<file path="src/rtl/ifu_pkg.sv">
`default_nettype none
// ============================================================================
// Module   : ifu_pkg
// Purpose  : Shared state encoding and constants for the instruction fetch unit
// Revision : 1.0
// ============================================================================
package ifu_pkg;

    typedef enum logic [1:0] {
        IDLE    = 2'b00,
        WAIT    = 2'b01,
        DONE    = 2'b10,
        DISCARD = 2'b11
    } ifu_state_t;

    localparam logic [31:0] NOP_WORD = 32'h0000_0000;

endpackage
`default_nettype wire

</file>
<file path="src/rtl/instruction_fetch_unit.sv">
`default_nettype none
// ============================================================================
// Module   : instruction_fetch_unit
// Purpose  : Single-outstanding fetch FSM between PC register and instr memory
// Revision : 1.0
// ============================================================================
module instruction_fetch_unit
    import ifu_pkg::*;
(
    input  logic        Clk,
    input  logic        Reset,
    input  logic [31:0] PCResult,
    input  logic        Flush,
    input  logic        DecodeStall,
    input  logic        MemReady,
    input  logic [31:0] MemData,
    output logic        MemReq,
    output logic [31:0] MemAddr,
    output logic [31:0] Instruction,
    output logic        InstrValid,
    output logic        Stall,
    output logic        AlignErr,
    output logic [31:0] FetchCount
);

    ifu_state_t state;

    always_ff @(posedge Clk or posedge Reset) begin
        if (Reset) begin
            state       <= IDLE;
            MemReq      <= 1'b0;
            MemAddr     <= 32'h0000_0000;
            Instruction <= NOP_WORD;
            InstrValid  <= 1'b0;
            AlignErr    <= 1'b0;
            FetchCount  <= 32'h0000_0000;
        end else begin
            case (state)
                IDLE: begin
                    state   <= WAIT;
                    MemReq  <= 1'b1;
                    MemAddr <= {PCResult[31:2], 2'b00};
                    if (PCResult[1:0] != 2'b00) begin
                        AlignErr <= 1'b1;
                    end
                end
                WAIT: begin
                    if (Flush) begin
                        // A flushed request still owes the memory its response
                        if (MemReady) begin
                            state  <= IDLE;
                            MemReq <= 1'b0;
                        end else begin
                            state <= DISCARD;
                        end
                    end else if (MemReady) begin
                        state       <= DONE;
                        Instruction <= MemData;
                        InstrValid  <= 1'b1;
                        MemReq      <= 1'b0;
                    end
                end
                DISCARD: begin
                    if (MemReady) begin
                        state  <= IDLE;
                        MemReq <= 1'b0;
                    end
                end
                DONE: begin
                    if (Flush || !DecodeStall) begin
                        state      <= IDLE;
                        InstrValid <= 1'b0;
                        if (!Flush) begin
                            FetchCount <= FetchCount + 32'd1;
                        end
                    end
                end
                default: state <= IDLE;
            endcase
        end
    end

    assign Stall = ~((state == DONE) & (~DecodeStall | Flush));

endmodule
`default_nettype wire

</file>
<file path="config.mk">
export PLATFORM = sky130hd
export DESIGN_NAME = instruction_fetch_unit
export DESIGN_NICKNAME = d
export VERILOG_FILES = /design/src/rtl/ifu_pkg.sv /design/src/rtl/instruction_fetch_unit.sv
export SDC_FILE = /design/constraint.sdc
export NUM_CORES = 1
export LEC_CHECK = 0
export ABC_AREA = 1
export BUFFER_PORTS_ARGS = -buffer_cell sky130_fd_sc_hd__buf_2
export CORE_AREA = 10 10 150 83
export DETAILED_ROUTE_END_ITERATION = 6
export DIE_AREA = 0 0 160 93
export PLACE_DENSITY = 0.75
export SYNTH_ARGS = -nofsm -noshare
export SYNTH_HDL_FRONTEND = slang
export SYNTH_SLANG_ARGS = --single-unit
</file>
<file path="constraint.sdc">
create_clock -name Clk -period 5.45 [get_ports Clk]
set_input_delay 0.2725 -clock Clk [delete_from_list [all_inputs] [get_ports Clk]]
set_output_delay 0.2725 -clock Clk [all_outputs]
set_load 0.1 [all_outputs]
</file>
# Word level (Yosys, flattened, before mapping)
# Index checks and enable logic that the tools add are counted.
dict set report op_classes {
  n_bitwise 5
  n_addsub 1
  div_mod_pow 0
  mux 12
  n_mul 0
  n_lt_le_gt_ge 0
  eq_ne 9
  reduce_logical 13
  shifts 0
}
# op count
set op_table {}
lappend op_table {{$add A32 B1 Y32 const B} 1}
lappend op_table {{$mux W2} 5}
lappend op_table {{$reduce_and A3 Y1} 3}
lappend op_table {{$ne A2 B2 Y1 const B} 4}
lappend op_table {{$pmux W2 S4} 1}
lappend op_table {{$reduce_bool A2 Y1} 3}
lappend op_table {{$eq A2 B2 Y1 const B} 2}
lappend op_table {{$mux W1} 4}
lappend op_table {{$pmux W1 S2} 2}
lappend op_table {{$reduce_and A2 Y1} 2}
lappend op_table {{$reduce_and A4 Y1} 1}
lappend op_table {{$ne A3 B3 Y1 const B} 1}
lappend op_table {{$not A1 Y1} 3}
lappend op_table {{$eq A2 B1 Y1 const B} 1}
lappend op_table {{$logic_not A2 Y1} 1}
lappend op_table {{$ne A2 B1 Y1 const B} 1}
lappend op_table {{$reduce_or A2 Y1} 1}
lappend op_table {{$and A1 B1 Y1} 1}
lappend op_table {{$logic_not A1 Y1} 1}
lappend op_table {{$logic_or A1 B1 Y1} 1}
lappend op_table {{$or A1 B1 Y1} 1}
dict set report word_totals {
  latchBits 0
  ramBits 0
  wordCells 47
  output_inout_bits 100
  n_memories 0
  register_bits 99
  romBits 0
}

# Longest topological paths before layout
# Gate-level depths: netlist of the first run.
dict set report depth {
  word_depth 4
  depth_mapped 9
  ltp_nobuf 9
}

# Worst setup path after synthesis of the first run
# Ideal clock, no wire load.
dict set report synth_timing {
  kind {register to register}
  startpoint {register FetchCount[0]}
  endpoint {register FetchCount[22]}
  t_required_ns 5.325
  n_path_buf 0
  path_slack_ns 3.371
  t_arrival_ns 1.953
  setup_ns 0.125
  stages_incl_launch_ff 9
  path_cell_list {dfrtp_1 ha_1 inv_1 nor2_1 nand2_1 nor2_1 nand2_1 o21ai_0 nand2_1}
}
dict set report synth_between {
  elab_chain_cells 1
}
# element line_no
set synth_rtl {}
lappend synth_rtl {{start: declaration} instruction_fetch_unit.sv:23} ;# output logic [31:0] FetchCount
lappend synth_rtl {{start signal: assignment} instruction_fetch_unit.sv:74} ;# FetchCount <= FetchCount + 32'd1;
lappend synth_rtl {{$add A32 B1 Y32} instruction_fetch_unit.sv:74}
# No other way between the ends.
# A chain may end at the register's enable or synchronous reset.

# Final worst setup path of the first run
dict set report layout_timing {
  startpoint {register state[1]}
  endpoint {register Instruction[30]}
}
dict set report layout_between {
  elab_chain_cells 2
}
# element line_no
set layout_rtl {}
lappend layout_rtl {{start: declaration} instruction_fetch_unit.sv:26} ;# ifu_state_t state;
lappend layout_rtl {{start signal: assignment} instruction_fetch_unit.sv:30} ;# state <= IDLE;
lappend layout_rtl {{start signal: assignment} instruction_fetch_unit.sv:40} ;# state <= WAIT;
lappend layout_rtl {{start signal: assignment} instruction_fetch_unit.sv:51} ;# state <= IDLE;
lappend layout_rtl {{$eq A2 B1 Y1} instruction_fetch_unit.sv:38} ;# case (state)
lappend layout_rtl {{$reduce_and A3 Y1 (no line)} --}
lappend layout_rtl {{end signal: assignment} instruction_fetch_unit.sv:58} ;# Instruction <= MemData;
lappend layout_rtl {{end: declaration} instruction_fetch_unit.sv:19} ;# output logic [31:0] Instruction,
# No other way between the ends.

==> out/metrics.yaml, run 1 <==
outcome:
  outcome: "finished with violations"
  violations: "hold timing"
synth:
  synth-warning-count: 0
  yosys.area_share.simple_pct: 26.00
  avgSynthCellArea_um2: 9.314
  netlist_area_um2: 4340
  synth_top_area_share_pct: 57.08
  synth_adder_area_share_pct: 0.2883
  synth.distinct_cells: 27
  ys_seq_area_share_pct: 57.08
  ys_top_cells_by_area: "dfrtp_1, nand2_1, mux2_2"
  synth-xor-area-share_pct: 3.027
  synth_edf_count: 0
  ys_seq_elements: 99
  synth_top_area_cell: "dfrtp_1"
  async_reset_ff_share_pct: 100.0
  synth_top_family_by_area: "simple AND/OR/NAND/NOR gates"
  synth_cells: 466
  ys.flop_type: "dfrtp_1"
  synth_mux_area_share_pct: 8.302
  synth-compound-area-share_pct: 1.240
global_route:
  grt.total_usage_pct: 16.36
  grt_pass1_wl_um: 20060
  globalRoute.totalOverflow: 0
  grt_max_degree: 57
  antenna_found_initial: 1
  grt_pass1_vias: 3793
floorplanning:
  boundaryPins: 169
  start_util_pct: 43.89
  dieArea_um2: 14880
  die-height_um: 93
  rows: 26
  die_w_um: 160
  core_area_um2: 9889
critical_path:
  crit_buf_inv: 1
  end_kind: "register"
  r2r_start: "state[1]"
  crit_path_top_delay_cell: "nand3_2"
  worst_setup_path_start_kind: "register"
  crit_arrival_ps: 2050
  worstPathRequired_ps: 5660
  reg2reg_slack_ps: 3610
  crit_chain: "inv_1 > nand3_2 > mux2_2"
  rr_worst_depth: 3
  timing.critical_path.to: "Instruction[30]"
  critical_path.top_delay_family: "simple AND/OR/NAND/NOR gates"
  slowest_delay_ps: 610
  critPathKind: "register to register"
  worstPathMaxFanout: 33
  worstReg2RegEnd: "Instruction[30]"
  cp_num_cells: 3
  crit_start: "state[1]"
detailed_routing:
  dr_wl_met3_um: 1642
  dr.pass1.iters: 4
  top_layer: "met4"
  wl_met2_um: 5206
  vias: 3650
  antenna_left: 0
  drc: 0
  via_per_inst: 4.698
  wl_um: 12190
  wl_met1_um: 5304
  wl_per_cell_um: 15.68
  drt_iter0_markers: 225
clock_network:
  htreeDepth: 3
  cts_hold_buf: 0
  clock-sinks: 99
  cts_made_buffers: 9
  clk_pin_slew_ps: 60
  tritoncts: "done"
  clk_latency_ps: 330
  clk_path_buf_depth: 2
  post_cts_buffers: 0
  cts-resized-gates: 0
  clockRootBuffer: "clkbuf_16"
layout:
  fill_cells: 900
  final_nets: 704
  postLayoutCellArea_um2: 5635
  antennaDiodeCount: 0
  layout-drive-gt1-share_pct: 35.01
  syn_to_final_growth_pct: 29.84
  fin_cells: 777
hold_path:
  hp-class: "primary input to asynchronous set/reset pin"
placement:
  place_inst: 763
  gp_congestion: 0.8979
  port_buffers: 166
  place.detailed.hpwl_um: 9639
  dpl_cell_area_um2: 5306
timing:
  fin_skew_ps: 7.865
  setup_tns_ps: 0
  finalSetupViolations: 0
  hold_violations: 9
  post-route-period-util_pct: 33.80
  max_slew.worst_pin.slew_ps: 912.3
  report.final.slew_viol_count: 0
  fin_crit_ps: 1842
  grt_setup_unrepaired: "no"
  fmaxAchievable_mhz: 542.9
  slew_headroom_pct: 39.11
  fin_worst_hold_slack_ps: -17.12
flow_run:
  drv_cap: 0
-- cells in the final DEF, fill, tap and decap left out, drive strengths merged --
master and instances:
nand4 5, ha 1, nor2 49, o21bai 1, o21ai 4, nand3b 11, nand2 188, nor4 1
mux2 32, a211o 1, conb 2, nand3 11, o211ai 1, dfrtp 99, clkinv 2, xnor2 8
buf 168, a21oi 2, nor3 3, inv 29, bufinv 3, xor2 7, clkbuf 9
-- cells by family after synthesis --
family / after synthesis
multiplexers: 32
flip-flops: 99
AND/OR/NAND/NOR: 268
other: 1
AO/OA/AOI/OAI: 9
buffers and inverters: 41
XOR/XNOR: 15
adder cells (fa/ha/maj): 1
-- final cells by class --
cell class,instances,area [um2],area share (%)
inverter,29,111.4,1.976
multi-input combinational,327,1697,30.11
clock inverter,5,103.9,1.843
timing repair buffer,168,845.8,15.01
tap,140,175.2,3.108
sequential,99,2477,43.96
clock buffer,9,225.2,3.996
-- per-layer routing --
| metal | GRT usage [%] | vias to the layer above |
|---|---|---|
| met5 | 0 | - |
| met3 | 10.15 | 4 |
| met1 | 19.95 | 1705 |
| li1 | - | 1796 |
| met4 | 2.964 | 0 |
| met2 | 24.45 | 145 |
-- worst min path at each step --
| stage | start | slack, ps | endpoint |
|---|---|---|---|
| 2_1_floorplan | PCResult[3] | 390 | MemAddr[3] |
| 3_3_place_gp | Reset | 370 | Instruction[10] |
| 3_5_place_dp | Reset | 370 | Instruction[10] |
| 4_1_cts | Reset | 5 | Instruction[10] |
| 5_1_grt | Reset | 30 | Instruction[10] |
| 6_report | Reset | -20 | Instruction[10] |
-- sequential cells by signal, indices dropped and copies added (netlist names) --
register     cells
FetchCount      32
state            2
Instruction     32
MemAddr         30
InstrValid       1
AlignErr         1
MemReq           1
-- per-stage QoR --
step           setup slack (ps)  hold WS [ps]  utilization [%]
2_1_floorplan              2587         389.2                -
3_3_place_gp               3657         366.2            53.66
3_5_place_dp               3594         368.3            53.66
4_1_cts                    3595         4.882            56.98
5_1_grt                    3455         25.56            56.98
6_report                   3608        -17.12            56.98
-- cells in the mapped netlist (3+ instances only) --
master,instances
nor2_4,4
nand3_1,10
nand4_1,5
clkbuf_1,6
nand2_1,187
nor2_1,45
mux2_2,32
nand3b_1,11
xor2_1,7
inv_1,29
buf_2,3
o21ai_0,4
dfrtp_1,99
xnor2_1,8
Power of run 1 is left out: the tool's default activity adds up to more than one toggle a clock period on the data nets, which glitch-free logic cannot reach.
==> run 2, diff against run 1 <==
- clock period: 5.45 -> 1.7 ns (I/O delays scaled with it)
==> out/metrics.yaml, run 2 (same netlist as run 1, synthesis figures left out) <==
global_route:
  grt_max_degree: 64
  grt_pass1_vias: 4322
  globalRoute.totalOverflow: 0
  antenna_found_initial: 2
  grt.total_usage_pct: 19.30
  grt_pass1_wl_um: 23220
timing:
  fin_skew_ps: 4.226
  fmaxAchievable_mhz: 619.4
  report.final.slew_viol_count: 0
  finalSetupViolations: 0
  setup_tns_ps: 0
  hold_violations: 0
  max_slew.worst_pin.slew_ps: 914.2
  slew_headroom_pct: 38.99
  fin_crit_ps: 1615
  post-route-period-util_pct: 94.97
  grt_setup_unrepaired: "no"
outcome:
  outcome: "finished, final reports clean"
critical_path:
  worstPathMaxFanout: 4
  rr_worst_depth: 7
  worst_setup_path_start_kind: "register"
  crit_arrival_ps: 1530
  end_kind: "output port"
  timing.critical_path.to: "Stall"
  reg2reg_slack_ps: 140
  worstPathRequired_ps: 1620
  worstReg2RegEnd: "FetchCount[27]"
  crit_start: "state[0]"
  r2r_start: "state[0]"
  critPathKind: "register to output port"
layout:
  final_nets: 773
  reg.largest.list: "FetchCount (32), Instruction (32), MemAddr (30)"
  fill_cells: 812
  syn_to_final_growth_pct: 46.84
  layout-drive-gt1-share_pct: 36.72
  mostFrequentLayoutCells: "nand2_1, buf_2, dfrtp_1"
  final_common_cell: "nand2_1"
floorplanning:
  core_area_um2: 9889
  start_util_pct: 43.89
  boundaryPins: 169
  die-height_um: 93
  rows: 26
  die_w_um: 160
  dieArea_um2: 14880
detailed_routing:
  via_per_inst: 4.858
  antenna_left: 0
  wl_per_cell_um: 16.85
  drt_iter0_markers: 296
  dr.pass1.iters: 5
  drc: 0
  vias: 4129
  wl_um: 14320
clock_network:
  clk_path_buf_depth: 2
  clock-sinks: 99
  clk_pin_slew_ps: 70
  tritoncts: "done"
  clockRootBuffer: "clkbuf_16"
  clk_latency_ps: 340
  cts_made_buffers: 9
  htreeDepth: 3
placement:
  place.detailed.hpwl_um: 9995
  gp_congestion: 0.9082
  port_buffers: 166
hold_path:
  worst_hold_startpoint: "MemReady"
  hp-class: "primary input to register"
flow_run:
  drv_cap: 0
==> run 2: cell types whose count changed in the layout (fill, tap and decap cells not counted), moves of 2 or more <==
cell / previous run / this run
dfrtp_1: 99 / 70
dfrtp_2: 0 / 29
bufinv_16: 3 / 1
dlygate4sd3_1: 0 / 65
diode_2: 0 / 2
clkbuf_1: 0 / 2
buf_12: 0 / 2
nor2_1: 44 / 42
buf_4: 2 / 5
clkinvlp_4: 0 / 4
nor2_2: 1 / 3
==> run 2: area by class of cell <==
cell class              instances  area, um2  area share, %
flip-flops and latches         99       2514          39.44
well taps                     140      175.2          2.748
repair buffers                237       1554          24.38
diodes                          2      5.005        0.07852
multi-input cells             327       1719          26.97
inverters                      29      112.6          1.767
clock buffers                  11      232.7          3.651
clock inverters                 5      61.31         0.9619
==> run 2: how the worst min path moves through the flow <==
stage                        endpoint  slack [ps]  cells after the start
after floorplan            MemAddr[3]         200                      2
after global placement    MemAddr[13]         230                      3
after detailed placement  MemAddr[18]         230                      3
after CTS                    state[1]          40                      3
after global routing         state[1]          50                      3
final                        state[1]          60                      3
==> run 2: critical path: stages (launching register included) <==
cell and delay [ps]:
dfrtp_1 420, inv_1 140, nand2_2 100, a21oi_1 200, inv_1 80, buf_4 240
==> run 2: through the flow <==
step	instance area (um2)	utilization [%]	setup slack, ps	hold slack [ps]	cells
after floorplan	4399	-	3.182	201.7	467
after global placement	5414	54.74	135.3	228.7	767
after detailed placement	5414	54.74	104.0	234.7	767
after CTS	6359	64.30	25.00	40.60	848
after global routing	6374	64.45	9.589	54.38	850
final	6374	64.45	85.47	58.93	850
==> run 2: repair_timing <==
action	in CTS	in global routing
setup buffers	0	0
setup endpoints to repair	0	6
hold endpoints to repair	162	0
resized for setup	0	4
hold buffers	65	0
==> run 2: per-layer routing <==
layer	share of wire (%)	track usage, %	up-vias
met2	44	29.73	208
li1	-	-	1937
met4	1.9	5.623	0
met1	42	23.77	1956
met5	0	0	-
met3	12	9.274	28
Power of run 2 is left out for the same reason.
==> run 3, diff against run 2 <==
- CORE_AREA: 10 10 150 83 -> 10 10 159 87
- DIE_AREA: 0 0 160 93 -> 0 0 169 97
- PLACE_DENSITY: 0.75 -> 0.67
- clock period: 1.7 -> 2.1 ns (I/O delays scaled with it)
==> out/metrics.yaml, run 3 (same netlist as run 1, synthesis figures left out) <==
floorplanning:
  rows: 27
  die-height_um: 97
  start_util_pct: 39.78
  boundaryPins: 169
  core_area_um2: 10910
  die_w_um: 169
  dieArea_um2: 16390
critical_path:
  critPathKind: "register to register"
  worstPathMaxFanout: 18
  rr_worst_depth: 4
  crit_chain: "inv_1 > nand3_2 > buf_12 > mux2_2"
  r2r_start: "state[1]"
  worst_setup_path_start_kind: "register"
  critical_path.top_delay_family: "flip-flops"
  slowest_delay_ps: 460
  end_kind: "register"
  worstReg2RegEnd: "Instruction[19]"
  crit_arrival_ps: 1890
  crit_path_top_delay_cell: "dfrtp_1"
  cp_num_cells: 4
  crit_start: "state[1]"
  crit_buf_inv: 2
  reg2reg_slack_ps: 430
  worstPathRequired_ps: 2320
  timing.critical_path.to: "Instruction[19]"
flow_run:
  drv_cap: 0
timing:
  hold_violations: 0
  post-route-period-util_pct: 79.68
  finalSetupViolations: 0
  fmaxAchievable_mhz: 597.7
  fin_skew_ps: 6.410
  max_slew.worst_pin.slew_ps: 561.8
  grt_setup_unrepaired: "no"
  report.final.slew_viol_count: 0
  fin_crit_ps: 1673
  fin_worst_hold_slack_ps: 10.73
  slew_headroom_pct: 62.55
  setup_tns_ps: 0
layout:
  antennaDiodeCount: 0
  final_common_cell: "nand2_1"
  fill_cells: 995
  mostFrequentLayoutCells: "nand2_1, buf_2, dfrtp_1"
  layout-drive-gt1-share_pct: 31.86
  syn_to_final_growth_pct: 43.61
  reg.largest.list: "FetchCount (32), Instruction (32), MemAddr (30)"
  postLayoutCellArea_um2: 6233
  final_nets: 765
global_route:
  globalRoute.totalOverflow: 0
  grt_max_degree: 100
  grt_pass1_wl_um: 20980
  grt_pass1_vias: 3943
  grt.total_usage_pct: 15.66
  antenna_found_initial: 0
clock_network:
  clock-sinks: 99
  clockRootBuffer: "clkbuf_16"
  clk_latency_ps: 340
  htreeDepth: 3
  clk_pin_slew_ps: 70
  tritoncts: "done"
  cts_made_buffers: 9
  clk_path_buf_depth: 2
detailed_routing:
  wl_per_cell_um: 15.33
  drc: 0
  drt_iter0_markers: 165
  wl_um: 12950
  vias: 3812
  antenna_left: 0
  via_per_inst: 4.511
  dr.pass1.iters: 5
placement:
  port_buffers: 166
  gp_congestion: 0.8507
  place.detailed.hpwl_um: 9218
  dpl_cell_area_um2: 5354
outcome:
  outcome: "finished, final reports clean"
hold_path:
  worstHoldPathCells: 2
  hp-class: "primary input to register"
## run 3: layout make-up
cell class	instances	area, um2	area share, %
sequential	99	2477	39.74
multi-input combinational	327	1697	27.22
timing repair buffer	229	1476	23.69
clock buffer	14	254.0	4.075
tap	145	181.4	2.910
inverter	29	112.6	1.807
clock inverter	2	35.03	0.5620
## run 3: routing by layer
layer / vias to the layer above / track usage (%) / part of all wire [%]
met5: - / 0 / 0
met4: 0 / 4.328 / 1.3
met3: 12 / 3.950 / 4.3
met2: 70 / 29.83 / 57
met1: 1812 / 16.61 / 38
li1: 1918 / - / -
## run 3: through the flow
stage | worst slack (ps) | utilization (%) | instances
global route | 249.6 | 57.13 | 845
global placement | 494.9 | 49.07 | 770
floorplan | 21.31 | - | 467
finish | 426.8 | 57.13 | 845
CTS | 409.3 | 57.13 | 845
detailed placement | 441.5 | 49.07 | 770
## run 3: worst min path at each step
stage                       to  slack, ps        start
4_1_cts        Instruction[10]          4  MemData[10]
3_3_place_gp    FetchCount[31]        300        Reset
3_5_place_dp    FetchCount[31]        310        Reset
5_1_grt        Instruction[28]          4  MemData[28]
6_report       Instruction[16]         10  MemData[16]
2_1_floorplan       MemAddr[3]        220  PCResult[3]
## run 3: worst reg2reg max path, cell delays in order (launching register included)
cell	delay, ps
dfrtp_1	460
inv_1	120
nand3_2	370
buf_12	320
mux2_2	290
## run 3: what timing repair did
item,4_1_cts,5_1_grt
gates resized for setup,0,0
hold buffers,59,0
hold endpoints to repair,157,0
setup buffers,0,0
Power of run 3 is left out for the same reason.
